`src/rtl/vga_pkg.sv`:
```
// Shared definitions for the VGA colour-bar generator and its control logic.
// Holds the pattern-select encodings and the key debounce state encoding.
package vga_pkg;

    // Pattern select codes understood by the VGA block
    typedef logic [1:0] mode_t;

    localparam mode_t MODE_HBARS = 2'd0;
    localparam mode_t MODE_VBARS = 2'd1;
    localparam mode_t MODE_XOR   = 2'd2;
    localparam mode_t MODE_XNOR  = 2'd3;

    // Debounce FSM states
    typedef logic [1:0] db_state_t;

    localparam db_state_t RELEASED     = 2'd0;
    localparam db_state_t PRESS_WAIT   = 2'd1;
    localparam db_state_t PRESSED      = 2'd2;
    localparam db_state_t RELEASE_WAIT = 2'd3;

    // Next pattern in the cycle; XNOR wraps back to horizontal bars
    function automatic mode_t next_mode(input mode_t m);
        return m + 2'd1;
    endfunction

endpackage

```
`src/rtl/key_debounce.sv`:
```
// Push-button debouncer: synchronises a raw active-low key and emits a
// one-cycle press strobe once a low level has held for DB_CYCLES.
// Ports: clock, reset_n (async active-low), key_n (raw, active-low),
//        press (one-cycle strobe on an accepted press).
module key_debounce
    import vga_pkg::*;
#(
    parameter int DB_CYCLES = 1000000
) (
    input  logic clock,
    input  logic reset_n,
    input  logic key_n,
    output logic press
);

    localparam int CW = $clog2(DB_CYCLES);
    localparam logic [CW-1:0] CNT_LAST = CW'(DB_CYCLES - 1);

    logic          k_s1;
    logic          k_s2;
    db_state_t     state;
    logic [CW-1:0] cnt;

    // Synchroniser idles high so reset never looks like a press
    always_ff @(posedge clock or negedge reset_n) begin
        if (!reset_n) begin
            k_s1 <= 1'b1;
            k_s2 <= 1'b1;
        end else begin
            k_s1 <= key_n;
            k_s2 <= k_s1;
        end
    end

    always_ff @(posedge clock or negedge reset_n) begin
        if (!reset_n) begin
            state <= RELEASED;
            cnt   <= '0;
            press <= 1'b0;
        end else begin
            press <= 1'b0;
            unique case (state)
                RELEASED: begin
                    if (!k_s2) begin
                        state <= PRESS_WAIT;
                        cnt   <= '0;
                    end
                end
                PRESS_WAIT: begin
                    if (k_s2) begin
                        state <= RELEASED;
                    end else if (cnt == CNT_LAST) begin
                        state <= PRESSED;
                        press <= 1'b1;
                    end else begin
                        cnt <= cnt + CW'(1);
                    end
                end
                PRESSED: begin
                    if (k_s2) begin
                        state <= RELEASE_WAIT;
                        cnt   <= '0;
                    end
                end
                RELEASE_WAIT: begin
                    if (!k_s2) begin
                        state <= PRESSED;
                    end else if (cnt == CNT_LAST) begin
                        state <= RELEASED;
                    end else begin
                        cnt <= cnt + CW'(1);
                    end
                end
                default: begin
                    state <= RELEASED;
                    cnt   <= '0;
                end
            endcase
        end
    end

endmodule

```
`src/rtl/pattern_mode_sel.sv`:
```
// Pattern selector for the VGA colour-bar generator: advances on a debounced
// key press or on an auto-cycle timer, only ever at a vsync falling edge.
// Ports: clock, reset_n (async active-low), key_n, auto_en, vsync (all raw),
//        switch (pattern select), mode_changed (pulse when switch changes).
module pattern_mode_sel
    import vga_pkg::*;
#(
    parameter int DB_CYCLES   = 1000000,
    parameter int AUTO_FRAMES = 120
) (
    input  logic       clock,
    input  logic       reset_n,
    input  logic       key_n,
    input  logic       auto_en,
    input  logic       vsync,
    output logic [1:0] switch,
    output logic       mode_changed
);

    localparam int FW = $clog2(AUTO_FRAMES) + 1;
    localparam logic [FW-1:0] FRAME_LAST = FW'(AUTO_FRAMES - 1);

    logic          press;
    logic          au_s1;
    logic          au_s2;
    logic          vs_s1;
    logic          vs_s2;
    logic          vs_s3;
    logic          fb;
    logic          pending;
    logic          pend_eff;
    logic          expire;
    logic [FW-1:0] frame_cnt;

    key_debounce #(
        .DB_CYCLES (DB_CYCLES)
    ) u_db (
        .clock   (clock),
        .reset_n (reset_n),
        .key_n   (key_n),
        .press   (press)
    );

    // vsync idles high and auto_en low out of reset: no false edges
    always_ff @(posedge clock or negedge reset_n) begin
        if (!reset_n) begin
            au_s1 <= 1'b0;
            au_s2 <= 1'b0;
            vs_s1 <= 1'b1;
            vs_s2 <= 1'b1;
            vs_s3 <= 1'b1;
        end else begin
            au_s1 <= auto_en;
            au_s2 <= au_s1;
            vs_s1 <= vsync;
            vs_s2 <= vs_s1;
            vs_s3 <= vs_s2;
        end
    end

    assign fb       = vs_s3 & ~vs_s2;
    // A strobe landing on the boundary cycle is applied right away
    assign pend_eff = pending | press;
    assign expire   = au_s2 && (frame_cnt == FRAME_LAST);

    always_ff @(posedge clock or negedge reset_n) begin
        if (!reset_n) begin
            switch       <= MODE_HBARS;
            mode_changed <= 1'b0;
            pending      <= 1'b0;
            frame_cnt    <= '0;
        end else begin
            mode_changed <= 1'b0;
            pending      <= pend_eff;
            // Auto off pins the count so re-enable waits a full period
            if (!au_s2) begin
                frame_cnt <= '0;
            end
            if (fb) begin
                pending <= 1'b0;
                if (pend_eff || expire) begin
                    switch       <= next_mode(switch);
                    frame_cnt    <= '0;
                    mode_changed <= 1'b1;
                end else if (au_s2) begin
                    frame_cnt <= frame_cnt + FW'(1);
                end
            end
        end
    end

endmodule
```
`config.mk`:
```
export PLATFORM = sky130hd
export DESIGN_NAME = pattern_mode_sel
export DESIGN_NICKNAME = d
export VERILOG_FILES = /design/src/rtl/vga_pkg.sv /design/src/rtl/key_debounce.sv /design/src/rtl/pattern_mode_sel.sv
export SDC_FILE = /design/constraint.sdc
export NUM_CORES = 1
export LEC_CHECK = 0
export CORE_MARGIN = 1.5
export CORE_UTILIZATION = 38
export DETAILED_ROUTE_END_ITERATION = 10
export GPL_TIMING_DRIVEN = 0
export PLACE_DENSITY = 0.57
export SLEW_MARGIN = 20
export SYNTH_ARGS = -nofsm -noshare
export SYNTH_HDL_FRONTEND = slang
export SYNTH_HIERARCHICAL = 1
export SYNTH_SLANG_ARGS = --single-unit
```
`constraint.sdc`:
```
create_clock -name clock -period 5.09 [get_ports clock]
set_clock_uncertainty 0.2 [all_clocks]
set_input_delay 0.7635 -clock clock [delete_from_list [all_inputs] [get_ports clock]]
set_output_delay 0.7635 -clock clock [all_outputs]
set_load 0.01 [all_outputs]
```
==> results of run 1 <==
## routing by layer
metal,up-vias,global-route usage
li1,764,-
met1,767,0.211
met2,28,0.239
met3,2,0.0388
met4,0,0.0418
met5,-,0
## worst max-delay path: stages, from the launching register on
cell and delay, ps:
dfrtp_1 420, ha_1 280, nand3_4 150, nor4_2 540
nand3_1 170, and3_1 210, a221o_1 250
## cell families (layout without fill, tap and decap cells)
kind of cell    after synthesis  in the layout
xor+xnor                      9              9
fa+ha+maj                     2              2
flops                        42             42
compound gates               48             48
simple gates                 82             82
mux                           4              4
buf+inv                       9             25
## cell type report
cell class / count / area, µm²
flip-flops and latches: 42 / 1060
inverters: 3 / 13.8
well taps: 70 / 87.6
plain buffers: 6 / 35.0
repair buffers: 8 / 92.6
clock inverters: 2 / 15.0
multi-input cells: 145 / 1000
clock buffers: 6 / 72.6
fillers: 497 / 2860
## stage by stage
step | hold slack (ps) | std cells | util
floorplan | 131 | 196 | -
global placement | 134 | 273 | 0.433
detailed placement | 140 | 274 | 0.437
CTS | 159 | 282 | 0.454
global route | 164 | 282 | 0.454
finish | 153 | 282 | 0.454
## power by group
part | internal [mW] | switching (mW) | total [mW]
combinational | 0.0204 | 0.0278 | 0.0483
sequential | 0.347 | 0.0206 | 0.368
clock | 0.0967 | 0.116 | 0.213
total | 0.464 | 0.165 | 0.629
## layout by cell type, fill, tap and decap left out, types with 4 or more instances in the layout
master	n
nand2b_1	4
xor2_1	4
nor2_1	15
nand4_1	8
o21ai_0	7
a31oi_1	11
clkdlybuf4s50_1	6
dfstp_2	5
mux2i_1	4
a21oi_1	9
dfrtp_1	37
nor3_1	4
xnor2_1	4
nand2_1	17
nand3_1	9
clkbuf_8	5
buf_2	5
## path summary, 6_finish.rpt
check | startpoint | to | slack (ps) | cells after the start
worst max-delay path | u_db/cnt[1] | u_db/cnt[18] | 2760 | 6
worst min-delay path | au_s1 | au_s2 | 150 | 0
worst max register to register | u_db/cnt[1] | u_db/cnt[18] | 2760 | 6
worst min register to register | au_s1 | au_s2 | 150 | 0
max in group asynchronous | reset_n | u_db/k_s1 | 3910 | 2
min in group asynchronous | reset_n | frame_cnt[3] | 220 | 1
==> metrics.md, run 1 <==
| Metric | Value |
|---|---|
| Cell taking the most area after synthesis | dfrtp_1 |
| Max_cap viols | 0 |
| Via density | 5.54 |
| H-Tree Depth | 2 |
| Critical path class | reg2reg |
| Mapped Nets | 203 |
| Post-route cell area | 2380 µm² |
| Routed WL | 4130 µm |
| Dpl hpwl | 2860 µm |
| Layout cell share with drive strength beyond 1 | 0.184 |
| Per-cell routed wire length | 14.6 µm |
| M1 WL | 2090 µm |
| GR Util All Layers | 0.153 |
| Met3 routed WL | 121 µm |
| Clock sink count | 42 |
| Clock-pin slew on the worst setup and hold paths | 90 ps |
| Synth cell count leaders | 37 x dfrtp_1, 17 x nand2_1, 15 x nor2_1 |
| Num CTS Buffers | 5 |
| Share of async-settable or async-resettable flops after synthesis | 1.00 |
| Post-Syn Area | 2110 µm² |
| Top sig layer | met4 |
| Mux contribution to synthesized area | 0.0190 |
| I/O pin count | 8 |
| Max reg flops | 20 |
| Adder-cell area share of the yosys netlist | 0.0119 |
| Synth unique cells | 53 |
| # diodes | 0 |
| Startpoint types | flip-flop |
| Final WS setup | 2760 ps |
| Compound-gate portion of the synthesized area | 0.153 |
| Final hold violations | 0 |
| Vias in the first global route | 1509 |
| Most frequent cell after synthesis | dfrtp_1 |
| Initial DRC count | 80 |
| Final worst path period need | 2330 ps |
| Hold Crit Class | reg2reg |
| Pre-CTS WS | 2750 ps |
| Skew-Pair Late Insertion Delay | 300 ps |
| DRC viols | 0 |
| Pwr Total | 0.629 mW |
| Top Registers | u_db/cnt x20, frame_cnt x8, switch x2 |
| Largest family of logic cells by synthesized area | simple AND/OR/NAND/NOR gates |
| Ys Warns | 6 |
| Core area | 5240 µm² |
| Num rows | 26 |
| Final Max Tran Viols | 0 |
| Post-CTS Resized | 0 |
| Post-CTS Setup Inserts | 0 |
| Status | finished clean |
| Worst Path Required | 5080 ps |
| Power density over the cells | 265 nW/µm² |
| Xor and xnor area share after synthesis | 0.0463 |
| Post-synthesis simple-gate area fraction | 0.246 |
| Critical path arrival | 2320 ps |
| Die Ht | 77.5 µm |
| Post-DRT Antenna Nets | 0 |
| Most flop-heavy register | u_db/cnt |
| RSZ-0062 raised after global routing | false |
| CTS Buffer Depth | 2 |
| Die Area | 6000 µm² |
| Initial core utilization | 0.403 |
| Die width | 77.5 µm |
| Sequential fraction of the synthesis area | 0.501 |
| First-pass GRT wire length | 7260 µm |
| Maximum clock frequency | 429 MHz |
| Slew @ Worst Pin | 536 ps |
| Routed via count | 1561 |
| Post-synth top area share | 0.439 |
| CTS tree | yes |
| Synth top area cells | dfrtp_1 44%, dfstp_2 6.2%, a31oi_1 3.3% |
| Final setup violation count | 0 |
| Syn Area/Cell | 10.8 µm² |
| Leak | 0.951 nW |
| Top FF cell, synth | dfrtp_1 |
| CTS root buffer | clkbuf_8 |
| Nets | 218 |
| Grt total ovfl | 0 |
| Initial antenna violation count | 0 |
| Post-synth EDFFs | 0 |
| Router iterations before antenna repair | 4 |
| PortBufs | 7 |
| Final Cycle Share | 0.458 |
| Worst rel slew slack | 0.640 |
| Largest net degree at the start of global routing | 25 |
| Critical Path Fanout Max | 6 |
| P&R area growth vs syn | 12.7% |
| Metal2 WL | 1900 µm |
| Synthesized instance count | 196 |
| Gpl congestion | 0.763 |
| Hold-fix buffers, CTS | 0 |
| CP Capture Type | flip-flop |
| Setup TNS | 0 ps |
| Peak supply drop | 0.126 mV |
| Flops & latches, synth | 42 |
| Placed cell area | 2290 µm² |
(Power assumes the default switching activity.)
==> inputs of run 2 (changes only) <==
==> constraint.sdc (replaced) <==
create_clock -name clock -period 2.2 [get_ports clock]
set_clock_uncertainty 0.2 [all_clocks]
set_input_delay 0.33 -clock clock [delete_from_list [all_inputs] [get_ports clock]]
set_output_delay 0.33 -clock clock [all_outputs]
set_load 0.01 [all_outputs]
==> run 2 against run 1 <==
  * Setup slack got worse by 2700 ps
  * Wire length is 2.8% higher
  * Sequential cell count unchanged
  * Utilization is 1.6 points higher
  * Die area did not move
  * Via count increased by 0.26%
  * Clock-buffer cell count did not move
  * Final cell count up 2.1%
  * Critical path type unchanged
  * Largest cell class unchanged
  * Largest power group unchanged
  * Highest routed layer unchanged
==> metrics.md, run 2 (synthesis results as in run 1) <==
| Metric | Value |
|---|---|
| Worst Path Required | 2180 ps (-2900 ps) |
| Maximum clock frequency | 472 MHz (+10%) |
| Fillers | 494 (-0.60%) |
| CP Cell Sequence | ha_4 -> nand3_4 -> nor4_4 -> buf_4 -> nand3_4 -> nand2_4 -> inv_4 -> and4_4 -> mux2i_1 |
| I/O pin count | 8 (unchanged) |
| R2r startpoint | u_db/cnt[0] |
| Clock sink count | 42 (unchanged) |
| CTS tree | yes |
| Startpoint types | flip-flop |
| Peak supply drop | 0.303 mV (+140%) |
| Metal2 WL | 1950 µm (+2.8%) |
| Critical Path Fanout Max | 9 (+3) |
| Worst Hold Path EP | au_s2 |
| Final hold violations | 0 (unchanged) |
| Crit path top cell by count | nand3_4 |
| Slowest CP cell | dfrtp_1 |
| Top Registers | u_db/cnt x20, frame_cnt x8, switch x2 |
| R2R setup slack | 80 ps (-2680 ps) |
| Critical path class | reg2reg |
| P&R area growth vs syn | 16.7% |
| Final Cycle Share | 0.963 (+0.505) |
| Worst hold path stage count | 0 (unchanged) |
| DRC viols | 0 (unchanged) |
| Worst R2R Path Depth | 9 (+3) |
| Status | finished clean |
| Largest net degree at the start of global routing | 25 (unchanged) |
| Crit-path max cell delay | 480 ps (-60 ps) |
| Pre-CTS WS | -145 ps (-2890 ps) |
| Most frequent cells in the layout | 37 x dfrtp_1, 17 x nand2_1, 15 x nor2_1 |
| Via density | 5.43 (-1.8%) |
| Initial core utilization | 0.403 (unchanged) |
| Clock-pin slew on the worst setup and hold paths | 80 ps (about the same) |
| Final WS setup | 81.5 ps (-2680 ps) |
| Power density over the cells | 598 nW/µm² (+130%) |
| Routed WL | 4240 µm (+2.8%) |
| Met3 routed WL | 104 µm (-14%) |
| M1 WL | 2170 µm (+3.8%) |
| Most flop-heavy register | u_db/cnt |
| Worst Path Buf+Inv | 2 (+2) |
| Slew @ Worst Pin | 496 ps (-40.7 ps) |
| Max reg flops | 20 (unchanged) |
| Final worst path period need | 2120 ps (-214 ps) |
| H-Tree Depth | 2 (unchanged) |
| Core area | 5240 µm² (unchanged) |
| Per-cell routed wire length | 14.7 µm (+0.67%) |
| Top sig layer | met4 |
| Nets | 224 (+2.8%) |
| Worst hold margin | 153 ps (-0.00500 ps) |
| Num rows | 26 (unchanged) |
| GR Util All Layers | 0.153 (unchanged) |
| Grt total ovfl | 0 (unchanged) |
| Router iterations before antenna repair | 4 (unchanged) |
| Post-DRT Antenna Nets | 0 (unchanged) |
| PortBufs | 7 (unchanged) |
| Die width | 77.5 µm (unchanged) |
| Leak | 1.00 nW (+5.2%) |
| Final Util | 0.470 (+0.0162) |
| Num CTS Buffers | 5 (unchanged) |
| Critical path arrival | 2090 ps (-230 ps) |
| Final setup violation count | 0 (unchanged) |
| Worst min-delay path startpoint | au_s1 |
| CTS Buffer Depth | 2 (unchanged) |
| Dpl hpwl | 2860 µm (unchanged) |
| CP delay by family, top | simple AND/OR/NAND/NOR gates |
| Routed via count | 1565 (+0.26%) |
| Worst reg2reg path endpoint | u_db/cnt[13] |
| CP Capture Type | flip-flop |
| CTS root buffer | clkbuf_8 |
| Final Max Tran Viols | 0 (unchanged) |
| Layout cell share with drive strength beyond 1 | 0.206 (+0.0225) |
| Max_cap viols | 0 (unchanged) |
| Initial DRC count | 69 (-14%) |
| Commonest non-fill, non-tap cell in the layout | dfrtp_1 |
| Placed insts | 274 (unchanged) |
| Final cell count without fillers | 288 (+2.1%) |
| Initial antenna violation count | 0 (unchanged) |
| Hold Crit Class | reg2reg |
| # diodes | 0 (unchanged) |
| Die Ht | 77.5 µm (unchanged) |
| Skew-Pair Late Insertion Delay | 300 ps (about the same) |
| Vias in the first global route | 1507 (-0.13%) |
| Die Area | 6000 µm² (unchanged) |
| Worst rel slew slack | 0.670 (+0.0301) |
| First-pass GRT wire length | 7270 µm (+0.19%) |
| Gpl congestion | 0.763 (unchanged) |
[run 2: changes by cell type in the layout (fill, tap and decap cells not counted), sizes merged]
| cell | change |
|---|---|
| buf | +5 |
| dlygate4sd3 | +1 |
[run 2: report_power, final]
part           internal, mW  switching, mW  total [mW]
sequential            0.803         0.0507       0.854
clock                 0.224          0.272       0.496
combinational        0.0556         0.0662       0.122
total                  1.08          0.389        1.47
[run 2: worst reg2reg max path: cells and delay by family, from the launching register on]
family	cells	cell delay (ps)
and+or+nand+nor	5	750
DFF	1	480
buffers and inverters	2	250
adders and majority gates	1	210
muxes	1	110
[run 2: stage by stage]
| step | total power, mW | setup TNS, ps | cell area, µm² |
|---|---|---|---|
| 4_1_cts | 1.49 | 0 | 2400 |
| 2_1_floorplan | 0.923 | 0 | 2110 |
| 6_report | 1.47 | 0 | 2460 |
| 3_3_place_gp | 0.970 | -20100 | 2270 |
| 5_1_grt | 1.54 | -58.2 | 2460 |
| 3_5_place_dp | 0.977 | -655 | 2290 |
[run 2: what timing repair did]
action | CTS | global route
gates resized for setup | 2 | 7
pin swaps | 2 | 3
endpoints found under the setup margin | 17 | 19
setup buffers | 0 | 5
endpoints found under the hold margin | 18 | 0
hold buffers | 1 | 0
[run 2: worst max path at each step]
| stage | end | cells after the start | slack (ps) | from |
|---|---|---|---|---|
| final | u_db/cnt[13] | 9 | 80 | u_db/cnt[0] |
| after CTS | u_db/cnt[17] | 7 | 60 | u_db/cnt[1] |
| after global routing | u_db/cnt[4] | 9 | -30 | u_db/cnt[0] |
| after global placement | u_db/cnt[8] | 1 | -520 | reset_n |
| after floorplan | u_db/cnt[18] | 6 | 140 | u_db/cnt[0] |
| after detailed placement | u_db/cnt[18] | 6 | -140 | u_db/cnt[0] |
[run 2: final cells by class]
cell class | instances | area (µm²) | share of cell area
Clock buffer | 6 | 72.6 | 0.0295
Inverter | 3 | 13.8 | 0.00559
Multi-Input combinational cell | 145 | 1030 | 0.419
Timing Repair Buffer | 14 | 140 | 0.0569
Tap cell | 70 | 87.6 | 0.0356
Buffer | 6 | 43.8 | 0.0178
Sequential cell | 42 | 1060 | 0.430
Clock inverter | 2 | 15.0 | 0.00610
[run 2: per-layer routing]
layer	global-route usage	up-vias
met2	0.237	22
li1	-	774
met4	0.0418	0
met5	0	-
met3	0.0388	2
met1	0.212	767
